`config.mk`:
```
export PLATFORM = sky130hd
export DESIGN_NAME = data_stream_upsizer_flat
export DESIGN_NICKNAME = d
export VERILOG_FILES = /design/src/rtl/data_stream_upsizer_if.sv /design/src/rtl/data_stream_upsizer.sv /design/src/flat_wrapper.sv
export SDC_FILE = /design/constraint.sdc
export NUM_CORES = 1
export LEC_CHECK = 0
export ABC_AREA = 0
export CAP_MARGIN = 25
export CELL_PAD_IN_SITES_DETAIL_PLACEMENT = 0
export CELL_PAD_IN_SITES_GLOBAL_PLACEMENT = 1
export CORE_MARGIN = 2
export CORE_UTILIZATION = 46
export CTS_CLUSTER_SIZE = 40
export DETAILED_ROUTE_END_ITERATION = 8
export GPL_TIMING_DRIVEN = 0
export HOLD_SLACK_MARGIN = 0.12
export PLACE_DENSITY_LB_ADDON = 0.1
export SLEW_MARGIN = 20
export SYNTH_ARGS = -nofsm -noshare
export SYNTH_HDL_FRONTEND = slang
export SYNTH_SLANG_ARGS = --single-unit
```
`constraint.sdc`:
```
create_clock -name clk -period 4.5 [get_ports clk]
set_input_delay 0.45 -clock clk [delete_from_list [all_inputs] [get_ports clk]]
set_output_delay 0.45 -clock clk [all_outputs]
set_load 0.005 [all_outputs]
```
`src/rtl/data_stream_upsizer_if.sv`:
```
// Ready/valid/data/strb stream bundle shared by the narrow and wide sides of the upsizer.
interface data_stream_upsizer_if #(
  parameter int DATA_WIDTH = 32,
  parameter int STRB_WIDTH = 4
);
  logic [DATA_WIDTH-1:0] data;
  logic [STRB_WIDTH-1:0] strb;
  logic                  valid;
  logic                  ready;

  modport master (output data, output strb, output valid, input ready);
  modport slave  (input data, input strb, input valid, output ready);
endinterface

```
`src/rtl/data_stream_upsizer.sv`:
```
// Packs RATIO narrow stream beats into one wide beat, first beat in the lowest lane.
// Optional partial-word flush is enabled by defining DATA_STREAM_UPSIZER_FLUSH_EN.
module data_stream_upsizer #(
  parameter int DATA_WIDTH_IN = 32,
  parameter int RATIO         = 4
) (
  input  logic                  clk,
  input  logic                  rst_n,
  data_stream_upsizer_if.slave  s_if,
  data_stream_upsizer_if.master m_if
`ifdef DATA_STREAM_UPSIZER_FLUSH_EN
  ,
  input  logic                  flush
`endif
);

  localparam int DATA_WIDTH_OUT = DATA_WIDTH_IN * RATIO;
  localparam int STRB_WIDTH_IN  = DATA_WIDTH_IN / 8;
  localparam int STRB_WIDTH_OUT = STRB_WIDTH_IN * RATIO;
  localparam int CNT_W          = (RATIO > 2) ? $clog2(RATIO) : 1;
  localparam int ACC_DW         = DATA_WIDTH_IN * (RATIO - 1);
  localparam int ACC_SW         = STRB_WIDTH_IN * (RATIO - 1);
  localparam logic [CNT_W-1:0] LAST_LANE = CNT_W'(RATIO - 1);

  generate
    if ((DATA_WIDTH_IN % 8) != 0 || DATA_WIDTH_IN < 8) begin : g_bad_width
      $error("data_stream_upsizer: DATA_WIDTH_IN must be a non-zero multiple of 8");
    end
    if (RATIO < 2) begin : g_bad_ratio
      $error("data_stream_upsizer: RATIO must be at least 2");
    end
  endgenerate

  logic [CNT_W-1:0]          r_lane_cnt;
  logic [ACC_DW-1:0]         r_acc_data;
  logic [ACC_SW-1:0]         r_acc_strb;
  logic [DATA_WIDTH_OUT-1:0] r_out_data;
  logic [STRB_WIDTH_OUT-1:0] r_out_strb;
  logic                      r_out_valid;

  logic                      w_out_free;
  logic                      w_last;
  logic                      w_s_ready;
  logic                      w_s_hs;
  logic                      w_close;
  logic [DATA_WIDTH_OUT-1:0] w_acc_data_ext;
  logic [STRB_WIDTH_OUT-1:0] w_acc_strb_ext;
  logic [DATA_WIDTH_OUT-1:0] w_word_data;
  logic [STRB_WIDTH_OUT-1:0] w_word_strb;

  assign w_out_free = !r_out_valid | m_if.ready;
  assign w_last     = (r_lane_cnt == LAST_LANE);
  assign w_s_hs     = s_if.valid & w_s_ready;

`ifdef DATA_STREAM_UPSIZER_FLUSH_EN
  logic w_lane_busy;
  logic w_flush_hold;

  assign w_lane_busy  = (r_lane_cnt != '0);
  assign w_flush_hold = flush & w_lane_busy;
  // A pending flush freezes intake until the output register can take the partial word.
  assign w_s_ready    = rst_n & (w_flush_hold ? w_out_free : (!w_last | w_out_free));
  assign w_close      = (w_s_hs & w_last) | (flush & w_out_free & (w_s_hs | w_lane_busy));
`else
  assign w_s_ready    = rst_n & (!w_last | w_out_free);
  assign w_close      = w_s_hs & w_last;
`endif

  assign w_acc_data_ext = {{DATA_WIDTH_IN{1'b0}}, r_acc_data};
  assign w_acc_strb_ext = {{STRB_WIDTH_IN{1'b0}}, r_acc_strb};

  // Lanes below lane_cnt come from the accumulator, the current beat fills lane lane_cnt,
  // and anything above is zero so a partial word carries clean data and strobes.
  always_comb begin
    w_word_data = '0;
    w_word_strb = '0;
    for (int k = 0; k < RATIO; k++) begin
      if (CNT_W'(k) < r_lane_cnt) begin
        w_word_data[k*DATA_WIDTH_IN +: DATA_WIDTH_IN] = w_acc_data_ext[k*DATA_WIDTH_IN +: DATA_WIDTH_IN];
        w_word_strb[k*STRB_WIDTH_IN +: STRB_WIDTH_IN] = w_acc_strb_ext[k*STRB_WIDTH_IN +: STRB_WIDTH_IN];
      end else if (CNT_W'(k) == r_lane_cnt && w_s_hs) begin
        w_word_data[k*DATA_WIDTH_IN +: DATA_WIDTH_IN] = s_if.data;
        w_word_strb[k*STRB_WIDTH_IN +: STRB_WIDTH_IN] = s_if.strb;
      end
    end
  end

  always_ff @(posedge clk or negedge rst_n) begin
    if (!rst_n) begin
      r_lane_cnt <= '0;
      r_acc_data <= '0;
      r_acc_strb <= '0;
    end else if (w_close) begin
      r_lane_cnt <= '0;
      r_acc_strb <= '0;
    end else if (w_s_hs) begin
      r_lane_cnt <= r_lane_cnt + 1'b1;
      for (int k = 0; k < RATIO - 1; k++) begin
        if (CNT_W'(k) == r_lane_cnt) begin
          r_acc_data[k*DATA_WIDTH_IN +: DATA_WIDTH_IN] <= s_if.data;
          r_acc_strb[k*STRB_WIDTH_IN +: STRB_WIDTH_IN] <= s_if.strb;
        end
      end
    end
  end

  // w_close only fires when the output register is free, so a load never overwrites a pending word.
  always_ff @(posedge clk or negedge rst_n) begin
    if (!rst_n) begin
      r_out_data  <= '0;
      r_out_strb  <= '0;
      r_out_valid <= 1'b0;
    end else if (w_close) begin
      r_out_data  <= w_word_data;
      r_out_strb  <= w_word_strb;
      r_out_valid <= 1'b1;
    end else if (m_if.ready) begin
      r_out_valid <= 1'b0;
    end
  end

  assign s_if.ready = w_s_ready;
  assign m_if.data  = r_out_data;
  assign m_if.strb  = r_out_strb;
  assign m_if.valid = r_out_valid;

endmodule

```
`src/flat_wrapper.sv`:
```
// flat-port wrapper written by rule: the top's interface ports become plain ports
module data_stream_upsizer_flat 
#(
  parameter int DATA_WIDTH_IN = 32,
  parameter int RATIO         = 4
)
  (clk, rst_n, s_if_data, s_if_strb, s_if_valid, s_if_ready, m_if_data, m_if_strb, m_if_valid, m_if_ready);
  data_stream_upsizer_if #(.DATA_WIDTH((32)), .STRB_WIDTH((32)/8)) s_if_i ();
  data_stream_upsizer_if #(.DATA_WIDTH((32)*RATIO), .STRB_WIDTH((32)/8*RATIO)) m_if_i ();
  input  logic clk;
  input  logic rst_n;
  input wire logic [$bits(s_if_i.data)-1:0] s_if_data;
  input wire logic [$bits(s_if_i.strb)-1:0] s_if_strb;
  input wire logic [$bits(s_if_i.valid)-1:0] s_if_valid;
  output wire logic [$bits(s_if_i.ready)-1:0] s_if_ready;
  output wire logic [$bits(m_if_i.data)-1:0] m_if_data;
  output wire logic [$bits(m_if_i.strb)-1:0] m_if_strb;
  output wire logic [$bits(m_if_i.valid)-1:0] m_if_valid;
  input wire logic [$bits(m_if_i.ready)-1:0] m_if_ready;
  assign s_if_i.data = s_if_data;
  assign s_if_i.strb = s_if_strb;
  assign s_if_i.valid = s_if_valid;
  assign s_if_ready = s_if_i.ready;
  assign m_if_data = m_if_i.data;
  assign m_if_strb = m_if_i.strb;
  assign m_if_valid = m_if_i.valid;
  assign m_if_i.ready = m_if_ready;
  data_stream_upsizer #(.DATA_WIDTH_IN(DATA_WIDTH_IN), .RATIO(RATIO)) u_core (.clk(clk), .rst_n(rst_n), .s_if(s_if_i), .m_if(m_if_i));
endmodule
```
==> key figures, run 1 <==
Layout
  • P&R area growth vs syn: 31.0%
  • Commonest non-fill, non-tap cells in the layout: dfrtp_1 (255), clkdlybuf4s50_1 (184), mux2_2 (162), a31oi_1 (113)
  • Most common cell after layout, fill and taps aside: dfrtp_1
  • # nets final: 1066
  • Diodes inserted: 0
  • Share of cells above drive strength 1: 0.254
  • Final cell count without fillers: 1329

Worst setup path
  • CP Capture Type: primary output
  • Critical path required time: 4050 ps
  • Slowest cell on the critical path: clkdlybuf4s50_1
  • CP Class: reg -> out
  • Max Fanout on Critical Path: 10
  • Largest stage delay on the critical path: ~510 ps
  • CP Launch Type: flop
  • Worst-path cell chain: ha_1, buf_2, nand3b_2, clkbuf_1, and2_1, clkdlybuf4s50_1
  • Arr. time, crit path: 2760 ps

Worst hold path
  • Hold crit path type: in -> async

Yosys
  • Ys Warns: 0
  • Sequential area share after synthesis: 0.599
  • Cells after synthesis: 803
  • Synth Area per Inst: between 10 and 15 um2
  • Yosys reg bits: between 200 and 300
  • Number of synthesized flops with an enable pin: 0
  • Unique masters post-synth: 32
  • Ys async rst share: 1.00
  • Mapped cell area: 10600 um2
  • Post-synth top flop: dfrtp_1
  • Syn_nets: 847

Place
  • # placed instances: 1276
  • Pre-CTS setup slack: 1720 ps
  • Detailed placement HPWL: 18500 um
  • IO buf count: 185
  • Gpl congestion: ~0.76

Clock tree
  • CTS buffer count: 28
  • Clock Tree Buf Depth: 3
  • Clock sinks: 255
  • H-tree levels: 1
  • Post-CTS Setup Inserts: 0
  • CTS tree: yes
  • Worst-path clk slew: 60 ps
  • Worst-skew pair later-pin latency: 540 ps
  • Root Driver: clkbuf_16

Timing
  • Fin. max-slew vios: 0
  • Layout Skew: ~8.4 ps
  • Final count of hold timing violations: 0
  • Fmax: between 300 and 400 MHz
  • Max-slew headroom: 0.442
  • Worst-Margin Slew: 837 ps
  • Hold WS: 306 ps
  • Final period utilization: 0.714
  • Final worst slack: 1290 ps
  • Setup violators final: 0
  • Final TNS setup: 0 ps
  • RSZ-0062 raised after global routing: false
  • Tmin final: 3210 ps

Floorplanning
  • Placement Rows: 55
  • Die area: 24400 um2
  • IO Pins: about 190
  • Die height: 156 um
  • Starting Density: 0.469
  • Horiz. Die Dim: 156 um
  • Core Footprint: 22700 um2

Global routing
  • Largest net degree at the start of global routing: 98
  • GRT Residual Overflow: 0
  • Initial antenna violation count: 0
  • First-pass GRT wire length: 44100 um
  • Vias in the first global route: around 7600
  • GRT Overall Usage: 0.232

Status
  • Run status: completed

Power
  • Total power: 10.2 mW
  • Leakage: 5.89 nW
  • Max VDD drop: 0.000384 V
  • PwrDens: 732 nW/um2

Drt
  • Wire per inst: 21.1 um
  • Routed Wire Length: 28000 um
  • Via/cell ratio: 5.66
  • DRC: 0
  • Via count: 7520
  • Remaining antenna violation count after routing: 0
  • 1st-iter DRT viols: 340
  • First-pass DRT Iterations: 5

Job
  • Max Cap Violations: 0
==> per-layer routing <==
layer / vias up / global-route usage / routed length [um] / share of wire
li1: 3443 / - / - / -
met1: 3826 / 0.330 / 12700 / 0.45
met2: 204 / 0.366 / 13000 / 0.47
met3: 47 / 0.0517 / 1670 / 0.060
met4: 0 / 0.0559 / 579 / 0.021
met5: - / 0 / 0 / 0
==> worst max-delay path: cells and delay by family (launching register included) <==
| family | cells | cell delay [ps] |
|---|---|---|
| buffers and inverters | 3 | 1140 |
| DFF | 1 | 460 |
| and+or+nand+nor | 2 | 420 |
| adders and majority gates | 1 | 200 |
==> cells by family after synthesis <==
| logic type | Yosys count | share of synthesized area |
|---|---|---|
| AO/OA/AOI/OAI | 164 | 0.0949 |
| adder cells (fa/ha/maj) | 4 | 0.00470 |
| buffers and inverters | 76 | 0.0338 |
| flip-flops | 255 | 0.599 |
| multiplexers | 204 | 0.213 |
| AND/OR/NAND/NOR | 100 | 0.0545 |
==> sequential cells by signal, summed over array words and instances, names as in the netlist <==
name               cells
u_core.m_if.data     128
u_core.m_if.valid      1
u_core.r_lane_cnt      2
u_core.r_acc_strb     12
u_core.m_if.strb      16
u_core.r_acc_data     96
==> through the flow <==
stage | area (um2) | utilization
after global placement | 12900 | 0.566
final | 14000 | 0.614
after global routing | 14000 | 0.614
after detailed placement | 12900 | 0.570
after CTS | 14000 | 0.614
after floorplan | 10600 | -
==> area by class of cell <==
| class | count | area [um2] |
|---|---|---|
| timing repair buffer | 189 | 1950 |
| multi-input combinational | 472 | 3910 |
| fill | 1892 | 8760 |
| clock inverter | 10 | 154 |
| tap | 285 | 357 |
| inverter | 2 | 7.51 |
| buffer | 74 | 353 |
| sequential | 255 | 6380 |
| clock buffer | 42 | 845 |
==> cell usage after synthesis, types with 3 or more instances <==
cell | instances | area, um2
a31oi_1 | 113 | 707
a31o_2 | 6 | 52.6
buf_4 | 4 | 30.0
dfrtp_1 | 255 | 6380
mux2i_1 | 35 | 350
nand4_1 | 36 | 225
mux2_2 | 162 | 1820
a21oi_1 | 38 | 190
buf_2 | 30 | 150
nor2b_1 | 5 | 31.3
ha_1 | 4 | 50.1
buf_6 | 3 | 33.8
mux2_4 | 3 | 45.0
nand2_1 | 40 | 150
nor3b_1 | 3 | 22.5
mux2_1 | 4 | 45.0
o2bb2ai_1 | 5 | 43.8
clkbuf_1 | 34 | 128
buf_1 | 3 | 11.3
and3b_1 | 3 | 26.3
==> what timing repair did <==
item	4_1_cts	5_1_grt
endpoints found under the hold margin	189	0
gates resized for setup	0	0
hold buffers	1	0
==> where the power goes <==
| group | switching, mW | leakage, nW | internal, mW |
|---|---|---|---|
| Sequential | 0.579 | 3.05 | 3.44 |
| Combinational | 1.51 | 2.35 | 2.25 |
| Clock | 0.920 | 0.495 | 1.52 |
==> worst paths after layout <==
| check | slack, ps | endpoint | startpoint | depth (start not counted) |
|---|---|---|---|---|
| max | 1290 | s_if_ready | u_core.r_lane_cnt[1] | 6 |
| min in group clk | 490 | u_core.r_acc_data[37] | u_core.r_acc_data[37] | 1 |
| max in group asynchronous | 3210 | u_core.m_if.data[24] | rst_n | 4 |
| min | 310 | u_core.m_if.strb[14] | rst_n | 2 |
| min reg2reg | 490 | u_core.r_acc_data[37] | u_core.r_acc_data[37] | 1 |
| max reg2reg | 1680 | u_core.m_if.data[22] | u_core.r_lane_cnt[1] | 8 |
Note: power is estimated with default switching activity, not from simulation.
==> run 2, diff against run 1 <==
--- a/config.mk
+++ b/config.mk
@@ -10,7 +10,7 @@
 export CELL_PAD_IN_SITES_DETAIL_PLACEMENT = 0
 export CELL_PAD_IN_SITES_GLOBAL_PLACEMENT = 1
 export CORE_MARGIN = 2
-export CORE_UTILIZATION = 46
+export CORE_UTILIZATION = 43
 export CTS_CLUSTER_SIZE = 40
 export DETAILED_ROUTE_END_ITERATION = 8
 export GPL_TIMING_DRIVEN = 0
==> constraint.sdc (replaced) <==
create_clock -name clk -period 3.2 [get_ports clk]
set_input_delay 0.32 -clock clk [delete_from_list [all_inputs] [get_ports clk]]
set_output_delay 0.32 -clock clk [all_outputs]
set_load 0.005 [all_outputs]
==> key figures, run 2 (synthesis gave the netlist of run 1 again) <==
Floorplanning
  • IO Pins: 186 (unchanged)
  • Die height: 161 um (was 156 um)
  • Horiz. Die Dim: 161 um (was 156 um)
  • Starting Density: 0.438 (was 0.469)
  • Core Footprint: 24300 um2 (was 22700 um2)
  • Placement Rows: 57 (was 55)
  • Die area: 26000 um2 (was 24400 um2)

Timing
  • Fmax: 333 MHz
  • Setup violators final: 0 (unchanged)
  • Final count of hold timing violations: 0 (unchanged)
  • Max-slew headroom: 0.397 (was 0.442)
  • Tmin final: around 3000 ps
  • RSZ-0062 raised after global routing: false (unchanged)
  • Final period utilization: 0.938
  • Fin. max-slew vios: 0 (unchanged)
  • Final worst slack: 199 ps (was 1290 ps)
  • Final TNS setup: 0 ps (unchanged)
  • Worst-Margin Slew: 905 ps (was 837 ps)
  • Layout Skew: 11.5 ps (was 8.43 ps)

Power
  • PwrDens: 1030 nW/um2 (was 732 nW/um2)
  • Max VDD drop: 0.000555 V (was 0.000384 V)
  • Psw: 4.27 mW (was 3.01 mW)
  • Pint: 10.2 mW (was 7.21 mW)
  • Combinational power share: 0.365 (was 0.368)
  • Net Sw Frac: 0.295 (about the same)
  • Sequential share of power: 0.390 (was 0.393)
  • Leakage: 5.89 nW (about the same)
  • Clk pwr share: 0.244 (was 0.239)

Global routing
  • Initial antenna violation count: 0 (unchanged)
  • GRT Residual Overflow: 0 (unchanged)
  • First-pass GRT wire length: 45200 um (was 44100 um)
  • Largest net degree at the start of global routing: 81 (was 98)
  • Vias in the first global route: 7676 (was 7629)
  • GRT Overall Usage: 0.221 (was 0.232)

Layout
  • Number of flip-flops in the largest register: 128 (unchanged)
  • Most common cell after layout, fill and taps aside: dfrtp_1 (unchanged)
  • Share of cells above drive strength 1: 0.255 (was 0.254)
  • Diodes inserted: 0 (unchanged)
  • P&R area growth vs syn: 31.7% (was 31.0%)
  • Finished layout cell area: 14000 um2 (about the same)
  • # nets final: 1065 (was 1066)
  • Commonest non-fill, non-tap cells in the layout: dfrtp_1 (255), clkdlybuf4s50_1 (184), mux2_2 (162), a31oi_1 (113), nand2_1 (40) (was dfrtp_1 (255), clkdlybuf4s50_1 (184), mux2_2 (162), a31oi_1 (113))

Worst hold path
  • Hold crit path type: in -> async (unchanged)

Drt
  • Via/cell ratio: 5.50 (was 5.66)
  • Remaining antenna violation count after routing: 0 (unchanged)
  • Wire per inst: 20.8 um (was 21.1 um)
  • Routed Wire Length: 28400 um (was 28000 um)
  • DRC: 0 (unchanged)
  • 1st-iter DRT viols: 447 (was 340)
  • First-pass DRT Iterations: 5 (unchanged)
  • Via count: 7519 (was 7520)

Worst setup path
  • Critical path required time: 2880 ps (was 4050 ps)
  • CP Launch Type: input port (was flop)
  • CP Class: in -> out (was reg -> out)
  • CP Capture Type: primary output (unchanged)
  • Arr. time, crit path: 2680 ps (was 2760 ps)
  • Slowest cell on the critical path: dlygate4sd3_1 (was clkdlybuf4s50_1)
  • Instance count on the critical path: 6 (unchanged)
  • Worst-path cell chain: dlygate4sd3_1, buf_12, buf_16, buf_16, and2_1, clkdlybuf4s50_1 (was ha_1, buf_2, nand3b_2, clkbuf_1, and2_1, clkdlybuf4s50_1)
  • Largest stage delay on the critical path: 580 ps (was 510 ps)
  • Most Frequent Cell on Critical Path: buf_16
  • Top Family by Delay on Critical Path: buffers and inverters (unchanged)
  • R2r worst-path depth: 8 (unchanged)
  • Max Fanout on Critical Path: 80 (was 10)
  • WP buf/inv: 5 (was 3)

Clock tree
  • CTS buffer count: 28 (unchanged)
  • CTS tree: yes (unchanged)
  • H-tree levels: 1 (unchanged)
  • Worst-skew pair later-pin latency: 540 ps (about the same)
  • Post-CTS Setup Inserts: 0 (unchanged)
  • Clock Tree Buf Depth: 3 (unchanged)
  • Worst-path clk slew: 60 ps (about the same)
  • Clock sinks: 255 (unchanged)
  • Root Driver: clkbuf_16 (unchanged)

Place
  • Placed Area: 13000 um2 (was 12900 um2)
  • Pre-CTS setup slack: 416 ps (was 1720 ps)
  • Gpl congestion: 0.751 (was 0.757)
  • Detailed placement HPWL: 18900 um (was 18500 um)
  • IO buf count: 185 (unchanged)

Job
  • Max Cap Violations: 0 (unchanged)

Status
  • Run status: completed (unchanged)
==> run 2: worst paths after layout <==
path	slack [ps]	endpoint	from
worst min register to register	490	u_core.r_acc_strb[3]	u_core.r_acc_strb[3]
worst min-delay path	290	u_core.m_if.strb[13]	rst_n
worst max register to register	420	u_core.m_if.data[18]	u_core.r_lane_cnt[1]
min in group clk	490	u_core.r_acc_strb[3]	u_core.r_acc_strb[3]
worst max-delay path	200	s_if_ready	rst_n
max in group asynchronous	1910	u_core.r_acc_data[21]	rst_n
==> run 2: power groups by stage <==
stage	Combinational [mW]	Clock, mW	Sequential, mW
2_1_floorplan	2.53	0	5.65
3_3_place_gp	5.27	0	5.66
3_5_place_dp	5.33	0	5.70
4_1_cts	5.36	3.61	5.66
5_1_grt	5.76	3.72	5.86
6_report	5.29	3.53	5.65
==> run 2: per-layer routing <==
| layer | global-route usage | vias to the layer above | wire [um] |
|---|---|---|---|
| met5 | 0 | - | 0 |
| met4 | 0.0438 | 0 | 501 |
| met3 | 0.0455 | 39 | 1620 |
| met2 | 0.350 | 197 | 13200 |
| met1 | 0.317 | 3849 | 13000 |
| li1 | - | 3434 | - |
==> run 2: repair_timing <==
| item | in CTS | in global routing |
|---|---|---|
| setup endpoints to repair | 0 | 1 |
| endpoints found under the hold margin | 53 | 0 |
| resized for setup | 0 | 1 |
| hold buffers | 1 | 0 |
==> run 2: per-stage QoR <==
stage	cells	utilization	total power, mW	hold slack, ps
floorplan	803	-	8.17	24.4
global placement	1312	0.531	10.9	465
detailed placement	1315	0.534	11.0	276
CTS	1368	0.577	14.6	300
global route	1367	0.577	15.3	309
finish	1367	0.577	14.5	287
==> run 2: final cells by class <==
type / instances / area (um2)
plain buffers: 73 / 349
clock buffers: 37 / 786
clock inverters: 15 / 236
fillers: 2072 / 10300
inverters: 2 / 7.51
multi-input cells: 472 / 3910
flip-flops and latches: 255 / 6380
well taps: 324 / 405
repair buffers: 189 / 1950
==> run 2: worst reg2reg max path: stages (launching register included) <==
cell and delay (ps):
dfrtp_1 450, inv_2 200, clkbuf_1 500, ha_1 240, buf_2 170, buf_2 340
buf_2 410, mux2i_1 250, a21oi_1 90
==> run 3, diff against run 2 <==
--- a/config.mk
+++ b/config.mk
@@ -7,14 +7,14 @@
 export LEC_CHECK = 0
 export ABC_AREA = 0
 export CAP_MARGIN = 25
-export CELL_PAD_IN_SITES_DETAIL_PLACEMENT = 0
+export CELL_PAD_IN_SITES_DETAIL_PLACEMENT = 1
 export CELL_PAD_IN_SITES_GLOBAL_PLACEMENT = 1
 export CORE_MARGIN = 2
 export CORE_UTILIZATION = 43
 export CTS_CLUSTER_SIZE = 40
 export DETAILED_ROUTE_END_ITERATION = 8
 export GPL_TIMING_DRIVEN = 0
-export HOLD_SLACK_MARGIN = 0.12
+export HOLD_SLACK_MARGIN = 0.15
 export PLACE_DENSITY_LB_ADDON = 0.1
 export SLEW_MARGIN = 20
 export SYNTH_ARGS = -nofsm -noshare
==> key figures, run 3 (synthesis gave the netlist of run 1 again) <==
Timing
  • Max-slew headroom: 0.400 (was 0.397)
  • Layout Skew: 6.19 ps (was 11.5 ps)
  • Tmin final: 3070 ps (was 3000 ps)
  • Worst-Margin Slew: 899 ps (was 905 ps)
  • RSZ-0062 raised after global routing: false (unchanged)
  • Final TNS setup: 0 ps (unchanged)
  • Final period utilization: 0.961 (was 0.938)
  • Fin. max-slew vios: 0 (unchanged)
  • Setup violators final: 0 (unchanged)
  • Final worst slack: 125 ps (was 199 ps)
  • Fmax: 325 MHz (was 333 MHz)
  • Final count of hold timing violations: 0 (unchanged)

Worst hold path
  • Hold crit path type: in -> async (unchanged)

Place
  • # placed instances: 1315 (unchanged)
  • Detailed placement HPWL: 20300 um (was 18900 um)
  • Placed Area: 13000 um2 (unchanged)
  • Gpl congestion: 0.751 (unchanged)
  • IO buf count: 185 (unchanged)
  • Pre-CTS setup slack: 354 ps (was 416 ps)

Power
  • Pint: 10.3 mW (was 10.2 mW)
  • Leakage: 5.93 nW (was 5.89 nW)
  • Net Sw Frac: 0.299 (was 0.295)
  • Psw: 4.41 mW (was 4.27 mW)
  • Total power: 14.8 mW (was 14.5 mW)
  • PwrDens: 1050 nW/um2 (was 1030 nW/um2)
  • Combinational power share: 0.366 (was 0.365)
  • Sequential share of power: 0.385 (was 0.390)
  • Max VDD drop: 0.000480 V (was 0.000555 V)
  • Clk pwr share: 0.249 (was 0.244)

Status
  • Run status: completed (unchanged)

Global routing
  • Initial antenna violation count: 0 (unchanged)
  • Largest net degree at the start of global routing: 81 (unchanged)
  • GRT Overall Usage: 0.240 (was 0.221)
  • GRT Residual Overflow: 0 (unchanged)
  • Vias in the first global route: 8275 (was 7676)
  • First-pass GRT wire length: 49000 um (was 45200 um)

Drt
  • Routed Wire Length: 30600 um (was 28400 um)
  • First-pass DRT Iterations: 4 (was 5)
  • Via count: 7626 (was 7519)
  • Via/cell ratio: 5.57 (was 5.50)
  • Remaining antenna violation count after routing: 0 (unchanged)
  • 1st-iter DRT viols: 330 (was 447)
  • Wire per inst: 22.4 um (was 20.8 um)
  • DRC: 0 (unchanged)

Clock tree
  • Post-CTS Setup Inserts: 0 (unchanged)
  • CTS buffer count: 28 (unchanged)
  • Worst-skew pair later-pin latency: 530 ps (was 540 ps)
  • Root Driver: clkbuf_16 (unchanged)
  • H-tree levels: 1 (unchanged)
  • Worst-path clk slew: 60 ps (about the same)
  • Clock sinks: 255 (unchanged)
  • CTS tree: yes (unchanged)
  • Clock Tree Buf Depth: 3 (unchanged)

Layout
  • Most common cell after layout, fill and taps aside: dfrtp_1 (unchanged)
  • Commonest non-fill, non-tap cells in the layout: dfrtp_1 (255), clkdlybuf4s50_1 (184), mux2_2 (162), a31oi_1 (113), nand2_1 (40) (unchanged)
  • Share of cells above drive strength 1: 0.259 (was 0.255)
  • Finished layout cell area: 14100 um2 (was 14000 um2)
  • Fillers: 2427 (was 2072)
  • Diodes inserted: 0 (unchanged)
  • # nets final: 1066 (was 1065)
  • P&R area growth vs syn: 32.2% (was 31.7%)
  • Final cell count without fillers: 1368 (was 1367)
  • Number of flip-flops in the largest register: 128 (unchanged)

Worst setup path
  • CP Class: reg -> out (was in -> out)
  • Critical path required time: 2880 ps (about the same)
  • CP Launch Type: flop (was input port)
  • Worst flop-to-flop path startpoint: u_core.r_lane_cnt[1] (unchanged)
  • CP Capture Type: primary output (unchanged)
  • CP startpoint: u_core.r_lane_cnt[0] (was rst_n)
  • Arr. time, crit path: 2750 ps (was 2680 ps)
  • Max Fanout on Critical Path: 10 (was 80)

Floorplanning
  • Starting Density: 0.438 (unchanged)
  • Placement Rows: 57 (unchanged)
  • IO Pins: 186 (unchanged)
  • Die height: 161 um (unchanged)
  • Core Footprint: 24300 um2 (unchanged)
  • Horiz. Die Dim: 161 um (unchanged)
  • Die area: 26000 um2 (unchanged)

Job
  • Max Cap Violations: 0 (unchanged)
## run 3: final cells by class
cell class / count / area (um2) / area share
tap: 324 / 405 / 0.0288
clock inverter: 16 / 258 / 0.0183
sequential: 255 / 6380 / 0.453
inverter: 2 / 7.51 / 0.000533
multi-input combinational: 472 / 3910 / 0.277
timing repair buffer: 189 / 1950 / 0.139
buffer: 74 / 353 / 0.0251
clock buffer: 36 / 812 / 0.0577
## run 3: per-layer routing
metal / global-route usage / routed length, um / up-vias
li1: - / - / 3434
met1: 0.333 / 13700 / 3948
met2: 0.392 / 14600 / 199
met3: 0.0449 / 1690 / 45
met4: 0.0593 / 645 / 0
met5: 0 / 0 / -
## run 3: through the flow
stage / hold slack, ps / util
after global placement: 465 / 0.531
after CTS: 318 / 0.579
after detailed placement: 280 / 0.534
after floorplan: 24.4 / -
after global routing: 315 / 0.579
final: 288 / 0.579
## run 3: timing repair
item                                    4_1_cts  5_1_grt
endpoints found under the setup margin        0        1
hold buffers                                  1        0
hold endpoints to repair                     53        0
gates resized for setup                       0        1
## run 3: power by group through the flow
stage | registers, mW | logic (mW) | clock network (mW)
floorplan | 5.65 | 2.53 | 0
detailed placement | 5.73 | 5.41 | 0
CTS | 5.69 | 5.48 | 3.73
finish | 5.68 | 5.40 | 3.67
global placement | 5.66 | 5.27 | 0
global route | 5.89 | 5.91 | 3.86
## run 3: path summary, 6_finish.rpt
check,cells past startpoint,slack (ps),end
worst max register to register,8,350,u_core.m_if.data[15]
worst min-delay path,2,290,u_core.m_if.strb[13]
max in group asynchronous,4,1910,u_core.m_if.data[122]
min in group clk,1,490,u_core.r_acc_data[37]
worst max-delay path,6,130,s_if_ready
worst min register to register,1,490,u_core.r_acc_data[37]
## run 3: critical path, cell delays in order, from the launching register on
cell             delay [ps]
dfrtp_1                 440
ha_1                    220
buf_2                   180
nand3b_2                230
clkbuf_1                440
and2_1                  200
clkdlybuf4s50_1         520
